[src/rtl/ins_fetch_if.sv]
`default_nettype none
// ============================================================================
//  Module   : ins_fetch_if
//  Brief    : Bus bundle between the instruction-fetch stage and its
//             environment (control FSM on one side, instruction ROM on the
//             other). The fetch stage connects through the master modport.
//  Revision : 1.0  initial release
// ============================================================================
interface ins_fetch_if #(
    parameter int PC_W = 8
);
    // Commands from the control FSM
    logic            en_fetch_pulse;
    logic            en_pc_pulse;
    logic [1:0]      pc_ctrl;
    // Instruction ROM port
    logic [15:0]     rom_data;
    logic [PC_W-1:0] rom_addr;
    logic            rom_rd_en;
    // Status and decoded instruction fields
    logic            en1;
    logic [3:0]      opcode;
    logic [1:0]      rd;
    logic [1:0]      rs;
    logic [7:0]      imm;
    logic [PC_W-1:0] pc;
    logic            busy;
    logic            fetch_overrun;

    modport master (
        input  en_fetch_pulse, en_pc_pulse, pc_ctrl, rom_data,
        output rom_addr, rom_rd_en, en1, opcode, rd, rs, imm, pc, busy,
               fetch_overrun
    );

    modport slave (
        output en_fetch_pulse, en_pc_pulse, pc_ctrl, rom_data,
        input  rom_addr, rom_rd_en, en1, opcode, rd, rs, imm, pc, busy,
               fetch_overrun
    );
endinterface
`default_nettype wire

[src/rtl/ins_fetch.sv]
`default_nettype none
// ============================================================================
//  Module   : ins_fetch
//  Brief    : Instruction-fetch stage. Owns the program counter, issues one
//             ROM read per fetch request, latches the 16-bit instruction and
//             exposes its opcode/rd/rs/imm fields plus a fetch-done pulse.
//  Revision : 1.0  initial release
// ============================================================================
module ins_fetch #(
    parameter int PC_W    = 8,
    parameter int ROM_LAT = 1      // ROM read latency in edges, 1..4
) (
    input  logic      clk,
    input  logic      rst,
    ins_fetch_if.master bus
);

    typedef enum logic [1:0] {
        S_IDLE = 2'd0,
        S_REQ  = 2'd1,
        S_WAIT = 2'd2,
        S_DONE = 2'd3
    } state_t;

    localparam logic [2:0] c_rom_lat = 3'(ROM_LAT);

    state_t          r_state,     w_state_next;
    logic [2:0]      r_cnt,       w_cnt_next;
    logic [PC_W-1:0] r_rom_addr,  w_rom_addr_next;
    logic            r_rom_rd_en, w_rom_rd_en_next;
    logic            r_en1,       w_en1_next;
    logic            r_busy,      w_busy_next;
    logic            r_overrun,   w_overrun_next;
    logic [15:0]     r_ir,        w_ir_next;
    logic [PC_W-1:0] r_pc,        w_pc_next;

    // Register every piece of state; reset aborts any fetch in flight
    always_ff @(posedge clk or posedge rst) begin
        if (rst) begin
            r_state     <= S_IDLE;
            r_cnt       <= 3'd0;
            r_rom_addr  <= '0;
            r_rom_rd_en <= 1'b0;
            r_en1       <= 1'b0;
            r_busy      <= 1'b0;
            r_overrun   <= 1'b0;
            r_ir        <= 16'h0000;
            r_pc        <= '0;
        end else begin
            r_state     <= w_state_next;
            r_cnt       <= w_cnt_next;
            r_rom_addr  <= w_rom_addr_next;
            r_rom_rd_en <= w_rom_rd_en_next;
            r_en1       <= w_en1_next;
            r_busy      <= w_busy_next;
            r_overrun   <= w_overrun_next;
            r_ir        <= w_ir_next;
            r_pc        <= w_pc_next;
        end
    end

    // Fetch sequencing; strobes are computed one state early so they leave
    // the block straight from flops
    always_comb begin
        w_state_next     = r_state;
        w_cnt_next       = r_cnt;
        w_rom_addr_next  = r_rom_addr;
        w_rom_rd_en_next = 1'b0;
        w_en1_next       = 1'b0;
        w_busy_next      = r_busy;
        w_ir_next        = r_ir;
        // Any request outside IDLE (including DONE) is dropped but remembered
        w_overrun_next   = r_overrun | (bus.en_fetch_pulse & (r_state != S_IDLE));

        case (r_state)
            S_IDLE: begin
                if (bus.en_fetch_pulse) begin
                    // Address is the PC before any same-cycle PC update
                    w_rom_addr_next  = r_pc;
                    w_rom_rd_en_next = 1'b1;
                    w_busy_next      = 1'b1;
                    w_state_next     = S_REQ;
                end
            end
            S_REQ: begin
                w_cnt_next   = c_rom_lat;
                w_state_next = S_WAIT;
            end
            S_WAIT: begin
                if (r_cnt == 3'd1) begin
                    w_ir_next    = bus.rom_data;
                    w_en1_next   = 1'b1;
                    w_busy_next  = 1'b0;
                    w_cnt_next   = 3'd0;
                    w_state_next = S_DONE;
                end else begin
                    w_cnt_next = r_cnt - 3'd1;
                end
            end
            S_DONE: begin
                w_state_next = S_IDLE;
            end
            default: begin
                w_state_next = S_IDLE;
            end
        endcase
    end

    // PC update runs independently of the fetch sequencer; jumps use the
    // instruction latched before this edge
    always_comb begin
        w_pc_next = r_pc;
        if (bus.en_pc_pulse) begin
            case (bus.pc_ctrl)
                2'b01:   w_pc_next = r_pc + PC_W'(1);
                2'b10:   w_pc_next = PC_W'(r_ir[7:0]);
                default: w_pc_next = r_pc;
            endcase
        end
    end

    assign bus.rom_addr      = r_rom_addr;
    assign bus.rom_rd_en     = r_rom_rd_en;
    assign bus.en1           = r_en1;
    assign bus.busy          = r_busy;
    assign bus.fetch_overrun = r_overrun;
    assign bus.pc            = r_pc;
    assign bus.opcode        = r_ir[15:12];
    assign bus.rd            = r_ir[11:10];
    assign bus.rs            = r_ir[9:8];
    assign bus.imm           = r_ir[7:0];

endmodule
`default_nettype wire

[src/flat_wrapper.sv]
// flat-port wrapper written by rule: the top's interface ports become plain ports
module ins_fetch_flat 
#(
    parameter int PC_W    = 8,
    parameter int ROM_LAT = 1                                        
)
  (clk, rst, bus_en_fetch_pulse, bus_en_pc_pulse, bus_pc_ctrl, bus_rom_data, bus_rom_addr, bus_rom_rd_en, bus_en1, bus_opcode, bus_rd, bus_rs, bus_imm, bus_pc, bus_busy, bus_fetch_overrun);
  ins_fetch_if #(.PC_W(PC_W)) bus_i ();
  input  logic clk;
  input  logic rst;
  input wire logic [$bits(bus_i.en_fetch_pulse)-1:0] bus_en_fetch_pulse;
  input wire logic [$bits(bus_i.en_pc_pulse)-1:0] bus_en_pc_pulse;
  input wire logic [$bits(bus_i.pc_ctrl)-1:0] bus_pc_ctrl;
  input wire logic [$bits(bus_i.rom_data)-1:0] bus_rom_data;
  output wire logic [$bits(bus_i.rom_addr)-1:0] bus_rom_addr;
  output wire logic [$bits(bus_i.rom_rd_en)-1:0] bus_rom_rd_en;
  output wire logic [$bits(bus_i.en1)-1:0] bus_en1;
  output wire logic [$bits(bus_i.opcode)-1:0] bus_opcode;
  output wire logic [$bits(bus_i.rd)-1:0] bus_rd;
  output wire logic [$bits(bus_i.rs)-1:0] bus_rs;
  output wire logic [$bits(bus_i.imm)-1:0] bus_imm;
  output wire logic [$bits(bus_i.pc)-1:0] bus_pc;
  output wire logic [$bits(bus_i.busy)-1:0] bus_busy;
  output wire logic [$bits(bus_i.fetch_overrun)-1:0] bus_fetch_overrun;
  assign bus_i.en_fetch_pulse = bus_en_fetch_pulse;
  assign bus_i.en_pc_pulse = bus_en_pc_pulse;
  assign bus_i.pc_ctrl = bus_pc_ctrl;
  assign bus_i.rom_data = bus_rom_data;
  assign bus_rom_addr = bus_i.rom_addr;
  assign bus_rom_rd_en = bus_i.rom_rd_en;
  assign bus_en1 = bus_i.en1;
  assign bus_opcode = bus_i.opcode;
  assign bus_rd = bus_i.rd;
  assign bus_rs = bus_i.rs;
  assign bus_imm = bus_i.imm;
  assign bus_pc = bus_i.pc;
  assign bus_busy = bus_i.busy;
  assign bus_fetch_overrun = bus_i.fetch_overrun;
  ins_fetch #(.PC_W(PC_W), .ROM_LAT(ROM_LAT)) u_core (.clk(clk), .rst(rst), .bus(bus_i));
endmodule
[config.mk]
export PLATFORM = sky130hd
export DESIGN_NAME = ins_fetch_flat
export DESIGN_NICKNAME = d
export VERILOG_FILES = /design/src/rtl/ins_fetch_if.sv /design/src/rtl/ins_fetch.sv /design/src/flat_wrapper.sv
export SDC_FILE = /design/constraint.sdc
export NUM_CORES = 1
export LEC_CHECK = 0
export ABC_AREA = 1
export CORE_AREA = 4 4 67 69
export DETAILED_ROUTE_END_ITERATION = 6
export DIE_AREA = 0 0 71 73
export PLACE_DENSITY = 0.81
export SETUP_SLACK_MARGIN = 0.5
export SLEW_MARGIN = 25
export SYNTH_ARGS = -nofsm -noshare
export SYNTH_HDL_FRONTEND = slang
export SYNTH_SLANG_ARGS = --single-unit
[constraint.sdc]
create_clock -name clk -period 2.93 [get_ports clk]
set_input_delay 0.586 -clock clk [delete_from_list [all_inputs] [get_ports clk]]
set_output_delay 0.586 -clock clk [all_outputs]
set_load 0.02 [all_outputs]
Word-level counts from Yosys, hierarchy flattened
Index checks and enable logic that the tools add are counted.
Widths: inputs -> output; s select.
{ "classes": {"add_sub_neg": 2, "n_eq_ne": 8, "bitwise": 2, "mux": 13, "reduce_logical": 10} }
{ "op_table": {"columns": ["operator", "count"], "rows": [
  ["$pmux 8 s2", 1],
  ["$add 8x1->8 const B", 1],
  ["$pmux 2 s4", 1],
  ["$reduce_and 2->1", 4],
  ["$reduce_bool 2->1", 4],
  ["$eq 2x2->1 const B", 3],
  ["$mux 1", 6],
  ["$pmux 3 s2", 1],
  ["$eq 2x1->1 const B", 2],
  ["$mux 2", 2],
  ["$eq 3x1->1 const B", 1],
  ["$mux 3", 1],
  ["$reduce_and 3->1", 1],
  ["$sub 3x1->3 const B", 1],
  ["$logic_not 2->1", 1],
  ["$ne 2x1->1 const B", 1],
  ["$ne 2x2->1 const B", 1],
  ["$pmux 1 s2", 1],
  ["$and 1x1->1", 1],
  ["$or 1x1->1", 1]
]} }
{ "word_totals": {"in_bits": 22, "word_cells": 44, "reg_bits": 41} }

Logic depth before layout (Yosys ltp)
Gate-level depths: netlist of run 1.
{ "logic_depth": {"word_depth": 3, "depth_mapped": 9, "ltp_nobuf": 8} }

Worst setup path before layout of run 1
Ideal clock, no wire load.
{ "synth_timing": {"path_kind": "input to register", "startpoint": "input port bus_pc_ctrl[0]", "endpoint": "register u_core.r_pc[3], in the netlist u_core.bus.pc[3]", "path_stages": 9, "required_time_ns": 2.810, "arrival_ns": 1.394, "slack_ns": 1.416, "cell_sequence": "inv_1 -> ha_1 -> inv_1 -> nand2_1 -> buf_2 -> a21oi_1 -> nand2_1 -> o21ai_0 -> inv_1"} }
{ "synth_via": {"elab_chain_len": 3, "word_cells_on_any_way": 5, "cone_classes": "eq/ne (2); mux (1); reduce/logical (2)"} }
{ "synth_lines": {"columns": ["item", "line", "source"], "rows": [
  ["from (decl)", "flat_wrapper.sv:13", "input wire logic [$bits(bus_i.pc_ctrl)-1:0] bus_pc_ctrl;"],
  ["$eq 2x1->1 / $eq 2x2->1 (equally long branches)", "ins_fetch.sv:114", "case (bus.pc_ctrl)"],
  ["$reduce_bool 2->1 (no source line)", null, null],
  ["$reduce_and 2->1 (no source line)", null, null],
  ["to (signal assigned)", "ins_fetch.sv:58", "r_pc <= w_pc_next;"],
  ["to (decl)", "ins_fetch.sv:35", "logic [PC_W-1:0] r_pc, w_pc_next;"]
]} }
Parallel ways exist; a longest one is shown, timed or not.
A chain may end at the register's enable or synchronous reset.

Final worst setup path of run 1
{ "layout_timing": {"startpoint": "register u_core.r_pc[0], in the netlist u_core.bus.pc[0]", "endpoint": "output port bus_pc[0]"} }
{ "layout_lines": {"columns": ["item", "line", "source"], "rows": [
  ["to (decl)", "flat_wrapper.sv:22", "output wire logic [$bits(bus_i.pc)-1:0] bus_pc;"]
]} }
No word-level cell between the ends.

==> flow_metrics.env, run 1 <==
export IMPL_first_pass_iters=4
export IMPL_skew_ns=0.00654
export IMPL_worstPathCellList="clkdlybuf4s50_1"
export IMPL_post_route_min_period_ns=1.96
export IMPL_cp_num_cells=1
export IMPL_vias=1556
export IMPL_dp_hpwl_um=2950
export IMPL_dieArea_um2=5180
export IMPL_n_fill_cell=349
export IMPL_drcViolationCount=0
export IMPL_grt_ovfl_total=0
export IMPL_status="completed"
export IMPL_synth_area_leaders="dfrtp_1 55%, nand2_1 16%, o21ai_0 5.1%, inv_1 4.8%, ha_1 4.7%"
export IMPL_path_clk_slew_ns=0.08
export IMPL_p_clk_frac=0.139
export IMPL_syn_area_um2=1880
export IMPL_max_cap_violations=0
export IMPL_p_seq_frac=0.355
export IMPL_wl_per_cell_um=11.9
export IMPL_die_x_um=71
export IMPL_synthArstFlopShare=1.00
export IMPL_hold_viol_final=0
export IMPL_synth_seq_area_share=0.547
export IMPL_fin_worst_hold_slack_ns=0.473
export IMPL_max_slew_worst_pin_slew_ns=0.513
export IMPL_synth_cells=220
export IMPL_final_layout_size_suffix_gt1_frac=0.0536
export IMPL_clk_insertion_delay_late_ns=0.29
export IMPL_hold_class="reg2reg"
export IMPL_crit_type="reg2out"
export IMPL_fin_nets=308
export IMPL_rsz0062_at_grt="false"
export IMPL_p_leak_nw=1.27
export IMPL_pre_cts_ws_ns=0.757
export IMPL_numPortBuffers=57
export IMPL_dieHeight_um=73
export IMPL_worstSetupEndpointType="output pin"
export IMPL_setup_tns_ns=0
export IMPL_r2r_cells=7
export IMPL_cts_buffers=5
export IMPL_p_switching_w=0.00120
export IMPL_num_rows=23
export IMPL_grt_pass1_vias=1626
export IMPL_synth_edff_count=0
export IMPL_path_buf_inv=1
export IMPL_swShare=0.419
export IMPL_grt_pass1_wl_um=6910
export IMPL_fin_ws_ns=0.970
export IMPL_gr_usage_all_layers=0.169
export IMPL_antenna_cells=0
export IMPL_cellPowerDensity_nw_per_um2=1120
export IMPL_wl_um=3920
export IMPL_cp_max_fo=5
export IMPL_period_share=0.669
export IMPL_cp_required_ns=2.34
export IMPL_cts_hold_fix_buffers=0
export IMPL_cts_root_buf="clkbuf_8"
export IMPL_ios=58
export IMPL_cts_sinks=41
export IMPL_synth_cell_types=20
export IMPL_yosys_warnings=0
export IMPL_yosysMostFrequentCell="nand2_1"
export IMPL_crit_family="buffers and inverters"
export IMPL_grt_max_degree=42
export IMPL_hold_depth=2
export IMPL_critPathMaxStageDelay_ns=0.65
export IMPL_synth_largest_area_cell="dfrtp_1"
export IMPL_slew_headroom=0.658
export IMPL_clockBufferDepth=2
export IMPL_synth_common_cells="82 x nand2_1, 41 x dfrtp_1, 24 x inv_1, 19 x o21ai_0, 11 x a21oi_1"
export IMPL_viasPerCell=4.72
export IMPL_post_cts_resized=0
export IMPL_drt_iter0_markers=65
export IMPL_syn_num_nets=249
export IMPL_antenna_found_initial=0
export IMPL_ys_ff_latch=41
export IMPL_ant_nets=0
export IMPL_syn2layout_area_growth_pct=36.6
export IMPL_max_freq_ghz=0.510
export IMPL_finalSetupViolations=0
export IMPL_slowest_stage="clkdlybuf4s50_1"
export IMPL_place_congestion=0.845
export IMPL_syn_avg_cell_area_um2=8.53
export IMPL_netlist_area_leader_share=0.547
export IMPL_p_comb_frac=0.506
export IMPL_slew_viol_final=0
export IMPL_arrival_ns=1.37
export IMPL_cts_max_level=2
export IMPL_core_region_area_um2=3910
export IMPL_cp_start_kind="flip-flop"
export IMPL_tritoncts="done"
export IMPL_postLayoutCoreUtil=0.654
export IMPL_cts_setup_buffers=0
export IMPL_start_util=0.479
export IMPL_intPower_w=0.00167
export IMPL_irDropWorstVdd_mv=0.594
export IMPL_ys_flop_type="dfrtp_1"
==> final timing paths <==
kind                                        start                endpoint  slack (ns)
max in group asynchronous                     rst  u_core.bus.rom_addr[4]        1.84
worst min-delay path              u_core.r_ir[13]         u_core.r_ir[13]        0.47
worst min register to register    u_core.r_ir[13]         u_core.r_ir[13]        0.47
min in group asynchronous                     rst          u_core.r_ir[7]        0.73
worst max register to register  u_core.r_state[0]          u_core.r_ir[2]        1.26
worst max-delay path             u_core.bus.pc[0]               bus_pc[0]        0.97
==> metrics by stage <==
| stage | cells | cell area, um2 | power, W |
|---|---|---|---|
| after floorplan | 220 | 1880 | 0.00191 |
| after global placement | 322 | 2460 | 0.00245 |
| after detailed placement | 322 | 2460 | 0.00250 |
| after CTS | 330 | 2560 | 0.00290 |
| after global routing | 330 | 2560 | 0.00310 |
| final | 330 | 2560 | 0.00287 |
==> per-layer routing <==
layer | wire (um) | GRT usage | vias to the layer above | part of all wire
li1 | - | - | 801 | -
met1 | 1750 | 0.199 | 703 | 0.45
met2 | 1810 | 0.283 | 44 | 0.46
met3 | 258 | 0.0496 | 8 | 0.066
met4 | 93 | 0.0835 | 0 | 0.024
met5 | 0 | 0 | - | 0
==> area by class of cell <==
type / instances / area [um2] / share of cell area
timing repair buffer: 58 / 578 / 0.226
multi-input combinational: 147 / 696 / 0.272
clock inverter: 1 / 5.00 / 0.00195
clock buffer: 7 / 96.3 / 0.0376
tap: 50 / 62.6 / 0.0244
sequential: 41 / 1030 / 0.401
inverter: 26 / 97.6 / 0.0381
==> power groups by stage <==
stage | logic (W) | clock network [W] | registers, W
6_report | 0.00145 | 0.000397 | 0.00102
5_1_grt | 0.00162 | 0.000429 | 0.00105
4_1_cts | 0.00147 | 0.000410 | 0.00102
3_5_place_dp | 0.00147 | 0 | 0.00102
3_3_place_gp | 0.00143 | 0 | 0.00102
2_1_floorplan | 0.000644 | 0 | 0.00126
==> state kept, by name, summed over array words and instances, names as in the netlist <==
register and flops:
u_core.r_ir 16, u_core.bus.pc 8, u_core.bus.rom_addr 8, u_core.r_cnt 3, u_core.r_state 2, u_core.bus.busy 1
u_core.bus.en1 1, u_core.bus.fetch_overrun 1, u_core.bus.rom_rd_en 1
==> cells in the final DEF (no fill, tap or decap) <==
cell / n
buf_4: 1
or2_0: 1
inv_2: 2
ha_1: 7
clkdlybuf4s50_1: 57
clkbuf_8: 7
a21oi_1: 11
xor2_1: 1
nand2_1: 82
dfrtp_1: 41
o21bai_1: 1
o21ai_0: 19
o22ai_1: 2
nand2_2: 3
clkinv_2: 1
nor2_4: 1
nor2_1: 10
a22oi_1: 1
nand3_1: 8
inv_1: 24
==> cells by family (layout without fill, tap and decap cells) <==
| kind of cell | count (synthesis) | count (layout) | share of synthesized area |
|---|---|---|---|
| AO/OA/AOI/OAI | 34 | 34 | 0.0947 |
| flip-flops | 41 | 41 | 0.547 |
| adder cells (fa/ha/maj) | 7 | 7 | 0.0467 |
| AND/OR/NAND/NOR | 105 | 105 | 0.225 |
| XOR/XNOR | 1 | 1 | 0.00467 |
| buffers and inverters | 32 | 92 | 0.0821 |
(Power assumes the default switching activity.)
==> run 2, diff against run 1 <==
Settings changed: CORE_AREA 4 4 67 69 to 4 4 72 74, DIE_AREA 0 0 71 73 to 0 0 76 78, PLACE_DENSITY 0.81 to 0.74.
Clock period 2.93 ns to 1.7 ns, I/O delays scaled along.
==> flow_metrics.env, run 2 (synthesized netlist as in run 1, its figures left out) <==
export IMPL_status="completed"
export IMPL_max_slew_worst_pin_slew_ns=0.360
export IMPL_slew_viol_final=0
export IMPL_path_buf_inv=2
export IMPL_gr_usage_all_layers=0.174
export IMPL_p_clk_frac=0.096
export IMPL_ant_nets=0
export IMPL_slowest_stage="dfrtp_1"
export IMPL_max_freq_ghz=0.786
export IMPL_vias=1839
export IMPL_slew_headroom=0.759
export IMPL_dieArea_um2=5930
export IMPL_max_cap_violations=0
export IMPL_layout_commonest_cell="nand2_1"
export IMPL_cts_sinks=41
export IMPL_arrival_ns=1.48
export IMPL_ios=58
export IMPL_wl_per_cell_um=14.3
export IMPL_final_layout_size_suffix_gt1_frac=0.486
export IMPL_cts_root_buf="clkbuf_8"
export IMPL_start_util=0.408
export IMPL_path_clk_slew_ns=0.08
export IMPL_cellPowerDensity_nw_per_um2=1960
export IMPL_period_share=0.748
export IMPL_p_switching_w=0.00279
export IMPL_post_route_min_period_ns=1.27
export IMPL_swShare=0.436
export IMPL_setup_tns_ns=0
export IMPL_worstPathCellList="inv_2, buf_6, ha_4, nand2_4, xor2_2, a21oi_1"
export IMPL_grt_pass1_wl_um=8380
export IMPL_drt_iter0_markers=56
export IMPL_antenna_found_initial=0
export IMPL_core_region_area_um2=4600
export IMPL_tritoncts="done"
export IMPL_cts_buffers=5
export IMPL_crit_family="flip-flops"
export IMPL_num_rows=25
export IMPL_place_congestion=0.816
export IMPL_dieHeight_um=78
export IMPL_dp_hpwl_um=3200
export IMPL_finalSetupViolations=0
export IMPL_crit_type="reg2reg"
export IMPL_hold_viol_final=0
export IMPL_fin_ws_ns=0.428
export IMPL_pre_cts_ws_ns=-0.0566
export IMPL_grt_ovfl_total=0
export IMPL_antenna_cells=0
export IMPL_hold_class="in2async"
export IMPL_p_seq_frac=0.278
export IMPL_p_comb_frac=0.626
export IMPL_cts_hold_fix_buffers=0
export IMPL_skew_ns=0.00620
export IMPL_die_x_um=76
export IMPL_grt_pass1_vias=1801
export IMPL_top_register="u_core.r_ir"
export IMPL_viasPerCell=4.83
export IMPL_final_cell_mix="59 x nand2_1, 39 x dfrtp_1, 31 x buf_6, 31 x buf_4, 19 x clkdlybuf4s50_1"
export IMPL_cp_required_ns=1.91
export IMPL_critPathMaxStageDelay_ns=0.37
export IMPL_cp_max_fo=4
export IMPL_power_w=0.00639
export IMPL_intPower_w=0.00360
export IMPL_clk_insertion_delay_late_ns=0.29
export IMPL_cp_start_kind="flip-flop"
export IMPL_first_pass_iters=4
export IMPL_largest_register_ffs=16
export IMPL_numPortBuffers=57
export IMPL_cts_max_level=2
export IMPL_grt_max_degree=28
export IMPL_fin_nets=355
export IMPL_syn2layout_area_growth_pct=73.8
export IMPL_drcViolationCount=0
export IMPL_p_leak_nw=1.65
export IMPL_clockBufferDepth=2
export IMPL_worstSetupEndpointType="flip-flop"
export IMPL_irDropWorstVdd_mv=1.18
export IMPL_rsz0062_at_grt="true"
export IMPL_wl_um=5470
[run 2: per-stage QoR]
step | cell area (um2) | instances | hold WS [ns] | util
6_report | 3260 | 381 | 0.366 | 0.709
2_1_floorplan | 1920 | 220 | 0.325 | -
3_3_place_gp | 2570 | 334 | 0.455 | 0.559
4_1_cts | 2860 | 370 | 0.376 | 0.621
5_1_grt | 3260 | 381 | 0.397 | 0.709
3_5_place_dp | 2570 | 334 | 0.458 | 0.559
[run 2: worst paths after layout]
check / start / endpoint / slack (ns) / cells past startpoint
max in group asynchronous: rst / u_core.bus.pc[0] / 0.89 / 3
worst min-delay path: rst / u_core.r_ir[7] / 0.37 / 2
worst min register to register: u_core.r_ir[13] / u_core.r_ir[13] / 0.47 / 2
worst max register to register: u_core.r_state[0] / u_core.r_cnt[2] / 0.43 / 6
min in group clk: u_core.r_ir[13] / u_core.r_ir[13] / 0.47 / 2
worst max-delay path: u_core.r_state[0] / u_core.r_cnt[2] / 0.43 / 6
[run 2: repair_timing]
action,4_1_cts,5_1_grt
gates cloned,3,1
pin swaps,11,16
resized for setup,187,111
buffers inserted,25,10
endpoints found under the setup margin,70,64
[run 2: final cells by class]
cell class,instances,area [um2]
Timing Repair Buffer,104,990
Inverter,26,110
Tap cell,54,67.6
Multi-Input combinational cell,147,980
Sequential cell,41,1030
Timing Repair inverter,1,3.75
Fill cell,334,1340
Clock buffer,8,80.1
[run 2: metal layers]
layer  global-route usage  wire length [um]  up-vias
met2                0.286              2660       74
met4               0.0730               163        0
met1                0.203              2240      849
li1                     -                 -      901
met3               0.0638               397       15
met5                    0                 0        -
[run 2: worst register-to-register path: stages (launching register included)]
cell and delay [ns]:
dfrtp_1 0.37, inv_2 0.07, buf_6 0.12, ha_4 0.30
nand2_4 0.06, xor2_2 0.14, a21oi_1 0.14
[run 2: power by group through the flow]
stage | Clock, W | Sequential, W | Combinational [W]
2_1_floorplan | 0 | 0.00219 | 0.00113
3_3_place_gp | 0 | 0.00175 | 0.00258
3_5_place_dp | 0 | 0.00177 | 0.00264
4_1_cts | 0.000619 | 0.00170 | 0.00305
5_1_grt | 0.000660 | 0.00183 | 0.00432
6_report | 0.000613 | 0.00178 | 0.00400
